$ cat src/rtl/vga_display_ctrl.sv
// vga_display_ctrl: frame-synchronous display mode FSM, win timer and pixel layer arbiter.
// Build option: define VGA_BORDER_EN for a white 8-pixel border in PLAY.
module vga_display_ctrl #(
  parameter int          H_VIS        = 640,
  parameter int          V_VIS        = 480,
  parameter int          WIN_FRAMES   = 300,
  parameter int          FLASH_FRAMES = 30,
  parameter logic [11:0] SPLASH_COL   = 12'h00F,
  parameter logic [11:0] LOSE_COL     = 12'hF00
) (
  input  logic        CLK,
  input  logic        RESET,
  input  logic [1:0]  MSM_State,
  input  logic        VS,
  input  logic [9:0]  ADDRH,
  input  logic [9:0]  ADDRY,
  input  logic        SNAKE_REQ,
  input  logic [11:0] SNAKE_COL,
  input  logic        TARGET_REQ,
  input  logic [11:0] TARGET_COL,
  input  logic [11:0] BG_COL,
  output logic [11:0] COLOUR_OUT,
  output logic [3:0]  VGA_FIN_OUT,
  output logic        FRAME_TICK
);

  localparam int WCW = $clog2(WIN_FRAMES);
  localparam int SCW = (FLASH_FRAMES > 1) ? $clog2(FLASH_FRAMES) : 1;
  localparam logic [WCW-1:0] WIN_LAST = WCW'(WIN_FRAMES - 1);
  localparam logic [SCW-1:0] SUB_LAST = SCW'(FLASH_FRAMES - 1);
  localparam logic [9:0] H_LIM = 10'(H_VIS);
  localparam logic [9:0] V_LIM = 10'(V_VIS);

  typedef enum logic [2:0] {
    S_IDLE,
    S_PLAY,
    S_LOSE,
    S_WIN,
    S_DONE
  } state_t;

  state_t         state, state_n;
  logic [WCW-1:0] win_cnt, win_cnt_n;
  logic [SCW-1:0] sub_cnt, sub_cnt_n;
  logic [1:0]     flash_idx, flash_idx_n;
  logic           vs_q;
  logic [11:0]    colour_n;
  logic           blank;

  function automatic state_t decode(input logic [1:0] code);
    state_t s;
    unique case (code)
      2'b00: s = S_IDLE;
      2'b01: s = S_PLAY;
      2'b10: s = S_LOSE;
      2'b11: s = S_WIN;
    endcase
    return s;
  endfunction

  function automatic logic [11:0] palette(input logic [1:0] i);
    logic [11:0] c;
    unique case (i)
      2'd0: c = 12'hF00;
      2'd1: c = 12'h0F0;
      2'd2: c = 12'h00F;
      2'd3: c = 12'hFF0;
    endcase
    return c;
  endfunction

  always_ff @(posedge CLK) begin
    if (!RESET) begin
      state       <= S_IDLE;
      win_cnt     <= '0;
      sub_cnt     <= '0;
      flash_idx   <= '0;
      vs_q        <= 1'b1;
      FRAME_TICK  <= 1'b0;
      COLOUR_OUT  <= '0;
      VGA_FIN_OUT <= '0;
    end else begin
      state       <= state_n;
      win_cnt     <= win_cnt_n;
      sub_cnt     <= sub_cnt_n;
      flash_idx   <= flash_idx_n;
      vs_q        <= VS;
      FRAME_TICK  <= vs_q & ~VS;
      COLOUR_OUT  <= colour_n;
      VGA_FIN_OUT <= (state_n == S_DONE) ? 4'h3 : 4'h0;
    end
  end

  // Mode only moves on a frame tick; DONE freezes every counter.
  always_comb begin
    state_n     = state;
    win_cnt_n   = win_cnt;
    sub_cnt_n   = sub_cnt;
    flash_idx_n = flash_idx;
    if (FRAME_TICK) begin
      unique case (state)
        S_WIN: begin
          if (MSM_State == 2'b11) begin
            if (sub_cnt == SUB_LAST) begin
              sub_cnt_n   = '0;
              flash_idx_n = flash_idx + 2'd1;
            end else begin
              sub_cnt_n = sub_cnt + 1'b1;
            end
            if (win_cnt == WIN_LAST) begin
              state_n = S_DONE;
            end else begin
              win_cnt_n = win_cnt + 1'b1;
            end
          end else begin
            state_n = decode(MSM_State);
          end
        end
        S_DONE: begin
          if (MSM_State != 2'b11) begin
            state_n = decode(MSM_State);
          end
        end
        default: begin
          state_n = decode(MSM_State);
          if (MSM_State == 2'b11) begin
            win_cnt_n   = '0;
            sub_cnt_n   = '0;
            flash_idx_n = '0;
          end
        end
      endcase
    end
  end

`ifdef VGA_BORDER_EN
  logic edge_px;
  assign edge_px = (ADDRH < 10'd8) || (ADDRH >= H_LIM - 10'd8) ||
                   (ADDRY < 10'd8) || (ADDRY >= V_LIM - 10'd8);
`endif

  assign blank = (ADDRH >= H_LIM) || (ADDRY >= V_LIM);

  always_comb begin
    colour_n = 12'h000;
    if (!blank) begin
      unique case (state)
        S_IDLE: colour_n = SPLASH_COL;
        S_LOSE: colour_n = LOSE_COL;
        S_PLAY: begin
`ifdef VGA_BORDER_EN
          if (edge_px)         colour_n = 12'hFFF;
          else if (SNAKE_REQ)  colour_n = SNAKE_COL;
          else if (TARGET_REQ) colour_n = TARGET_COL;
          else                 colour_n = BG_COL;
`else
          if (SNAKE_REQ)       colour_n = SNAKE_COL;
          else if (TARGET_REQ) colour_n = TARGET_COL;
          else                 colour_n = BG_COL;
`endif
        end
        S_WIN, S_DONE: colour_n = palette(flash_idx);
      endcase
    end
  end

endmodule
$ cat config.mk
export PLATFORM = sky130hd
export DESIGN_NAME = vga_display_ctrl
export DESIGN_NICKNAME = d
export VERILOG_FILES = /design/src/rtl/vga_display_ctrl.sv
export SDC_FILE = /design/constraint.sdc
export NUM_CORES = 1
export LEC_CHECK = 0
export ABC_AREA = 1
export BUFFER_PORTS_ARGS = -buffer_cell sky130_fd_sc_hd__buf_4
export CAP_MARGIN = 20
export CELL_PAD_IN_SITES_DETAIL_PLACEMENT = 0
export CELL_PAD_IN_SITES_GLOBAL_PLACEMENT = 1
export CORE_MARGIN = 10
export CORE_UTILIZATION = 34
export DETAILED_ROUTE_END_ITERATION = 6
export PLACE_DENSITY_LB_ADDON = 0.15
export SLEW_MARGIN = 20
export SYNTH_ARGS = -nofsm -noshare
export SYNTH_HDL_FRONTEND = slang
export SYNTH_SLANG_ARGS = --single-unit
$ cat constraint.sdc
create_clock -name CLK -period 2 [get_ports CLK]
set_input_delay 0.6 -clock CLK [delete_from_list [all_inputs] [get_ports CLK]]
set_output_delay 0.6 -clock CLK [all_outputs]
set_load 0.02 [all_outputs]
; Yosys cells after proc, flatten, opt, wreduce, memory -nomap -nowiden
; Cells that the tools add are included.
[op_classes]
n_addsub = 3
mul = 0
n_div = 0
magnitude_cmp = 2
eq_ne = 16
shifts = 0
muxes = 24
n_bitwise = 4
reduce_logical = 9
[op_table]
columns = cell, n
row1 = case mux 12 bit (4 select lines), 2
row2 = 2-to-1 mux 9 bit, 3
row3 = 2-to-1 mux 12 bit, 2
row4 = case mux 9 bit (2 select lines), 1
row5 = 2-to-1 mux 5 bit, 3
row6 = 2-to-1 mux 3 bit, 4
row7 = case mux 3 bit (4 select lines), 1
row8 = ">= comparator 10 bit, second input constant", 1
row9 = ">= comparator 10 x 9 -> 1 bit, second input constant", 1
row10 = case mux 5 bit (2 select lines), 1
row11 = "adder 9 x 1 -> 9 bit, second input constant", 1
row12 = "equality test 9 bit, second input constant", 1
row13 = case mux 3 bit (3 select lines), 1
row14 = "equality test 2 bit, second input constant", 4
row15 = 2-to-1 mux 2 bit, 4
row16 = AND reduction 4 bit, 2
row17 = "equality test 3 x 2 -> 1 bit, second input constant", 2
row18 = "equality test 3 bit, second input constant", 2
row19 = "inequality test 2 bit, second input constant", 3
row20 = case mux 3 bit (2 select lines), 1
row21 = "adder 5 x 1 -> 5 bit, second input constant", 1
row22 = "equality test 5 bit, second input constant", 1
row23 = "equality test 2 x 1 -> 1 bit, second input constant", 2
row24 = logical NOT 2 bit, 2
row25 = other kinds (9), 12
[word_totals]
register_bits = 37
latchBits = 0
ram_bits = 0
mem_bits_ro = 0
in_bits = 63
output_inout_bits = 17
word_cells = 66
mem_count = 0

; Longest topological paths before layout
; Gate-level depths: netlist (run 1).
[logic_depth]
ltp_word = 7
ltp_mapped = 10
mapped_depth_nobuf = 10

; Least setup slack after synthesis (run 1)
; OpenSTA, ideal clock, no wires.
[synth_path]
kind = in2reg
startpoint = in MSM_State[0]
endpoint = reg win_cnt[2]
setup_ns = 0.118
t_arrival_ns = 1.310
required_time_ns = 1.882
slack_ns = 0.572
path_stages = 7
n_path_buf = 0
path_cell_list = nand2_1 > nor2_4 > nand2_4 > o21ai_1 > inv_1 > nand2_1 > nor2_1
[synth_between]
elab_chain_len = 2
[synth_rtl]
columns = item, line
row1 = from (decl), 13  ; input logic [1:0] MSM_State,
row2 = equality test 2 bit, "103, 126"
row3 = AND reduction 4 bit (no line), n/a
row4 = to (signal assigned), 84  ; win_cnt <= win_cnt_n;
row5 = to (decl), 43  ; logic [WCW-1:0] win_cnt, win_cnt_n;
; Every way passes these cells.
; A chain may end at the register's enable or synchronous reset.

; Worst setup path in the final report (run 1)
[layout_path]
startpoint = reg state[0]
endpoint = reg COLOUR_OUT[3]
[layout_between]
elab_chain_len = 3
word_cells_on_any_way = 7
classes_between = 4 x eq/ne / 1 x mux / 2 x reduce/logical
[layout_rtl]
columns = item, line
row1 = from (decl), 42  ; state_t state, state_n;
row2 = from (signal assigned), 83  ; state <= state_n;
row3 = equality test 3 x 2 -> 1 bit / equality test 3 bit (equally long branches), 147  ; unique case (state)
row4 = OR reduction 2 bit, 147
row5 = case mux 12 bit (4 select lines) (*), 147
row6 = to (signal assigned), 89  ; COLOUR_OUT <= colour_n;
row7 = to (decl), 22  ; output logic [11:0] COLOUR_OUT,
; Mark *: on every way between the ends. The rest lies on a longest branch, timed or not.

==> results of run 1 <==
==> flip-flops by register name, summed over array words and instances (netlist names) <==
| signal | cells |
|---|---|
| COLOUR_OUT | 12 |
| flash_idx | 2 |
| FRAME_TICK | 1 |
| vs_q | 1 |
| sub_cnt | 5 |
| VGA_FIN_OUT | 1 |
| state | 3 |
| win_cnt | 9 |
==> metrics by stage <==
stage | cells | hold WS [ns] | setup WS, ns | util (%) | power, mW
global route | 412 | 0.438 | 0.287 | 46.6 | 1.45
floorplan | 273 | 0.392 | 0.572 | - | 0.811
finish | 412 | 0.410 | 0.470 | 46.6 | 1.37
detailed placement | 405 | 0.401 | 0.357 | 45.2 | 0.920
global placement | 405 | 0.398 | 0.372 | 45.2 | 0.918
CTS | 412 | 0.416 | 0.451 | 46.6 | 1.40
==> power groups by stage <==
stage	Clock, mW	Sequential [mW]	Combinational [mW]
after global placement	0	0.713	0.205
final	0.470	0.698	0.204
after global routing	0.523	0.699	0.227
after CTS	0.493	0.698	0.206
after floorplan	0	0.720	0.0904
after detailed placement	0	0.714	0.206
==> cell usage after synthesis, types with 3 or more instances <==
cell type / n / area [sq um]
nand4_1: 4 / 25.0
nand2_2: 4 / 25.0
nand3_1: 18 / 90.1
inv_1: 29 / 109
nor2_1: 33 / 124
clkbuf_1: 4 / 15.0
a21oi_1: 18 / 90.1
nand2_1: 60 / 225
a31oi_1: 4 / 25.0
o21ai_0: 11 / 55.1
dfxtp_1: 34 / 681
nor3_1: 3 / 15.0
buf_4: 4 / 30.0
o211ai_1: 8 / 60.1
o21ai_1: 3 / 15.0
ha_1: 6 / 75.1
==> metal layers <==
layer | track usage (%) | wire [um]
met5 | 0 | 0
met3 | 3.30 | 285
met2 | 18.6 | 2490
met4 | 2.62 | 31
met1 | 14.8 | 2390
==> path summary, 6_finish.rpt <==
kind | endpoint | cells after the start
min | FRAME_TICK | 2
min reg2reg | FRAME_TICK | 2
max reg2reg | COLOUR_OUT[3] | 5
max | COLOUR_OUT[3] | 5
==> worst reg2reg max path, stage by stage (launching register included) <==
cell and delay (ns):
dfxtp_1 0.42, inv_1 0.12, nor3_4 0.42, nor3_2 0.12, a21oi_2 0.23, a21oi_1 0.10
==> cells by family (layout without fill, tap and decap cells) <==
family,Yosys count,in the layout
AND/OR/NAND/NOR,138,138
AO/OA/AOI/OAI,50,50
buffers and inverters,41,108
flip-flops,34,34
adder cells (fa/ha/maj),6,6
XOR/XNOR,2,2
other,1,2
==> area by class of cell <==
cell class | count | area share (%)
repair buffers | 68 | 19.9
inverters | 33 | 5.22
clock buffers | 5 | 2.68
multi-input cells | 198 | 41.8
clock inverters | 2 | 0.390
flip-flops and latches | 34 | 26.5
well taps | 72 | 3.51
==> flow_summary.ini, run 1 <==
[sta]
finalHoldViolCount = 0
skew_ns = 0.00367
rsz0062_at_grt = no
fin_crit_sh_pct = 76.5
final-max-slew-violation-count = 0
min_period_ns = 1.53
slew_headroom_pct = 65.1
setup_violations = 0
tns_ns = 0
worst_pin_slew_ns = 0.522
clock.fmax_mhz = 654

[finish]
final_common_cell = buf_4
fillCellCount = 576
multi_input_area_sq_um = 1070
final_nets = 409
antenna_cells = 0
layout-drive-gt1-share_pct = 30.3
ff_latch_area_sq_um = 681
final_cell_mix = buf_4, nand2_1, dfxtp_1, nor2_1, inv_1
post-route-cell-area_sq_um = 2570
area_delta_synth_final_pct = 33.1

[drt]
drt_first_pass_iters = 4
drt-initial-drc-count = 109
vias = 1896
drc = 0
vias_per_cell = 4.60
drtAntennaViolNets = 0
wl_per_cell_um = 12.6
routed_wl_mm = 5.20

[die]
ioPinCount = 80
die_y_um = 95.3
core_sq_um = 5510
start_util_pct = 35.0
row_count = 27
die_w_um = 95.3
die_area_sq_um = 9080

[clock_tree]
cts.clk_slew.worst_paths_ns = 0.07
cts_sinks = 34
clock-root-buffer = clkbuf_8
cts_hold_buf = 0
clk-insertion-delay-late_ns = 0.28
cts_buffers = 5
ctsResizeCount = 0
post_cts_buffers = 0
cts_tree = done
clk_path_buf_depth = 2
h-tree-depth = 2

[worst_setup_path]
critPathMaxFanout = 13
slowest_delay_ns = 0.42
crit_start = state[0]
crit_path_top_delay_cell = dfxtp_1
startpoint_type = flop
crit_chain = inv_1, nor3_4, nor3_2, a21oi_2, a21oi_1
r2r_start = state[0]
critPathCaptureType = flop
cp_top_family = simple AND/OR/NAND/NOR gates
arrival_ns = 1.69
cp_num_buf_inv = 1
crit_required_ns = 2.16
reg2reg_setup_slack_ns = 0.47
crit_type = flop to flop

[power]
power.share.clock_pct = 34.2
p_sw_share_pct = 25.1
comb_power_share_pct = 14.9
seq_power_share_pct = 50.9
power.net_switching_mw = 0.345
leakage_nw = 1.13
peakVddDrop_mv = 0.357
p_int_mw = 1.03
p_per_area_nw_per_um2 = 535

[synth]
muxShareOfSynthArea_pct = 0
ys_warn_count = 0
synthAdderAreaFrac_pct = 3.89
syn_inst = 272
synthSimpleGateAreaFrac_pct = 35.1
synthDistinctLibCells = 34
yosysSeqAreaShare_pct = 35.3
synth_top_family_by_area = simple AND/OR/NAND/NOR gates
synth.avg_cell_area_sq_um = 7.09
synth-xor-area-share_pct = 0.909
yosys_register_bits = 34
synth-compound-area-share_pct = 15.3
ys_async_sr_fraction_pct = 0
synthFlopType = dfxtp_1
synth_area_sq_um = 1930
synth_edf_count = 0

[global_routing]
grt_util_all_layers_pct = 11.5
grt_pass1_wl_mm = 8.35
grt_pass1_vias = 1765
gr-total-overflow = 0
antenna_found_initial = 0
grt_max_degree = 25

[placed_design]
io_buffers = 65
dpl_cell_area_sq_um = 2490
hpwl_mm = 4.19
place_congestion = 0.800

[worst_hold_path]
hold_class = flop to flop
hold_path_startpoint = vs_q

[outcome]
status = completed

[run]
maxCapViolCount = 0
Note: power is estimated with default switching activity, not from simulation.
==> inputs of run 2 (changes only) <==
--- a/config.mk
+++ b/config.mk
@@ -11,7 +11,7 @@
 export CELL_PAD_IN_SITES_DETAIL_PLACEMENT = 0
 export CELL_PAD_IN_SITES_GLOBAL_PLACEMENT = 1
 export CORE_MARGIN = 10
-export CORE_UTILIZATION = 34
+export CORE_UTILIZATION = 30
 export DETAILED_ROUTE_END_ITERATION = 6
 export PLACE_DENSITY_LB_ADDON = 0.15
 export SLEW_MARGIN = 20
==> constraint.sdc (replaced) <==
create_clock -name CLK -period 1.4 [get_ports CLK]
set_input_delay 0.42 -clock CLK [delete_from_list [all_inputs] [get_ports CLK]]
set_output_delay 0.42 -clock CLK [all_outputs]
set_load 0.02 [all_outputs]
==> run 2 against run 1 <==
Compared with the run above: combinational power is 65% higher; final area is 13% higher; fmax grew 9.8%; clock power rose by 57%; core utilization down 0.74 points; critical path depth grew 6; non-clock buffer count increased by 21; sequential cell count unchanged; register-to-register slack got worse by 0.46 ns.
==> flow_summary.ini, run 2 (synthesis results as in run 1) <==
[sta]
min_period_ns = 1.39
fin_crit_sh_pct = 99.5
clock.fmax_mhz = 718
setup_violations = 0
hold_slack_ns = 0.333
final-max-slew-violation-count = 0
final.setup.worst_slack_ns = 0.00672
rsz0062_at_grt = yes
finalHoldViolCount = 0
skew_ns = 0.00474

[die]
die_area_sq_um = 10000
die_y_um = 100
die_w_um = 100
start_util_pct = 30.5
ioPinCount = 80
row_count = 29
core_sq_um = 6310

[worst_setup_path]
crit_path_top_delay_cell = dfxtp_2
startpoint_type = flop
arrival_ns = 1.58
crit_chain = ha_4, nand2_4, nor2_4, buf_6, nand3_4, nand2_8, clkinv_8, nand2_2, nand2_1, inv_1, nor2_1
worstReg2RegEnd = win_cnt[5]
crit_type = flop to flop
r2r_start = win_cnt[1]
critPathMaxFanout = 6
crit_required_ns = 1.59
slowest_delay_ns = 0.35
r2r.worst_path.cells = 11
critPathCaptureType = flop
reg2reg_setup_slack_ns = 0.007

[placed_design]
dp_slack_ns = -0.0334
hpwl_mm = 4.50
place_congestion = 0.755
io_buffers = 65

[power]
leakage_nw = 1.29
p_per_area_nw_per_um2 = 715
peakVddDrop_mv = 0.590

[drt]
drt-initial-drc-count = 44
vias = 1988
drt_first_pass_iters = 4
wl_per_cell_um = 12.7
routed_wl_mm = 5.58
drtAntennaViolNets = 0
vias_per_cell = 4.51
drc = 0

[clock_tree]
clk-insertion-delay-late_ns = 0.28
clk_path_buf_depth = 2
clock-root-buffer = clkbuf_8
cts.clk_slew.worst_paths_ns = 0.07
h-tree-depth = 2
cts_tree = done
cts_sinks = 34
cts_buffers = 5
cts_hold_buf = 0

[global_routing]
grt_max_degree = 17
antenna_found_initial = 0
grt_pass1_wl_mm = 9.07
gr-total-overflow = 0
grt_pass1_vias = 1934
grt_util_all_layers_pct = 11.0

[finish]
final_nets = 432
final_common_cell = buf_4
largest_register_ffs = 12
layout-drive-gt1-share_pct = 40.9
antenna_cells = 0
area_delta_synth_final_pct = 50.2
reg_top3 = COLOUR_OUT (12), win_cnt (9), sub_cnt (5)
final_cell_mix = buf_4, nand2_1, inv_1, dfxtp_1, nor2_1
largest-register = COLOUR_OUT

[outcome]
status = completed

[worst_hold_path]
hold_end = vs_q
whs_path_depth = 2
hold_path_startpoint = VS
hold_class = primary input to flop

[run]
maxCapViolCount = 0
run 2: cell types whose count changed in the layout (fill, tap and decap cells not counted), sizes merged:
cell    previous run  this run
nand2             67        68
buf               68        89
clkbuf             5         7
run 2: layout make-up:
cell class / count / area (sq um)
Inverter: 33 / 141
Clock inverter: 1 / 5.00
Clock buffer: 7 / 86.3
Timing Repair inverter: 1 / 8.76
Timing Repair Buffer: 89 / 701
Sequential cell: 34 / 691
Multi-Input combinational cell: 199 / 1170
Tap cell: 77 / 96.3
Fill cell: 678 / 3420
run 2: report_power, final:
| part | internal (mW) | switching, mW | total, mW |
|---|---|---|---|
| Sequential | 0.984 | 0.0117 | 0.996 |
| Combinational | 0.181 | 0.156 | 0.337 |
| Clock | 0.396 | 0.343 | 0.739 |
| Total | 1.56 | 0.510 | 2.07 |
run 2: critical path: cells and delay by family, from the launching register on:
kind                     cells  cell delay (ns)
adder cells (fa/ha/maj)      1             0.15
flip-flops                   1             0.35
buffers and inverters        3             0.24
AND/OR/NAND/NOR              7             0.54
run 2: worst max-delay path by stage:
stage            startpoint         end  slack (ns)  cells past startpoint
2_1_floorplan    win_cnt[0]  win_cnt[5]        0.11                     10
3_3_place_gp   MSM_State[0]  win_cnt[5]       -0.03                     11
3_5_place_dp   MSM_State[0]  win_cnt[5]       -0.03                     11
4_1_cts          win_cnt[0]  win_cnt[5]        0.02                     11
5_1_grt          win_cnt[1]  win_cnt[5]       -0.09                     10
6_report         win_cnt[1]  win_cnt[5]       0.007                     11
run 2: repair_timing:
item	CTS	global route
setup buffers	0	1
gates resized for setup	4	32
endpoints found under the setup margin	2	29
cloned	1	1
pin swaps	2	12
run 2: metal layers:
metal | vias up | share of wire, % | GRT usage [%]
met5 | - | 0 | 0
li1 | 1064 | - | -
met4 | 0 | 0.63 | 3.26
met3 | 4 | 6.1 | 3.78
met2 | 33 | 49 | 18.2
met1 | 887 | 44 | 13.1
run 2: metrics by stage:
| step | area [sq um] | util [%] | setup TNS (ns) | instances | power [mW] |
|---|---|---|---|---|---|
| 6_report | 2900 | 45.9 | 0 | 441 | 2.07 |
| 5_1_grt | 2900 | 45.9 | -0.539 | 441 | 2.18 |
| 3_5_place_dp | 2670 | 42.3 | -0.143 | 430 | 1.35 |
| 4_1_cts | 2790 | 44.2 | 0 | 439 | 2.10 |
| 2_1_floorplan | 1930 | - | 0 | 273 | 1.16 |
| 3_3_place_gp | 2670 | 42.3 | -0.116 | 430 | 1.34 |
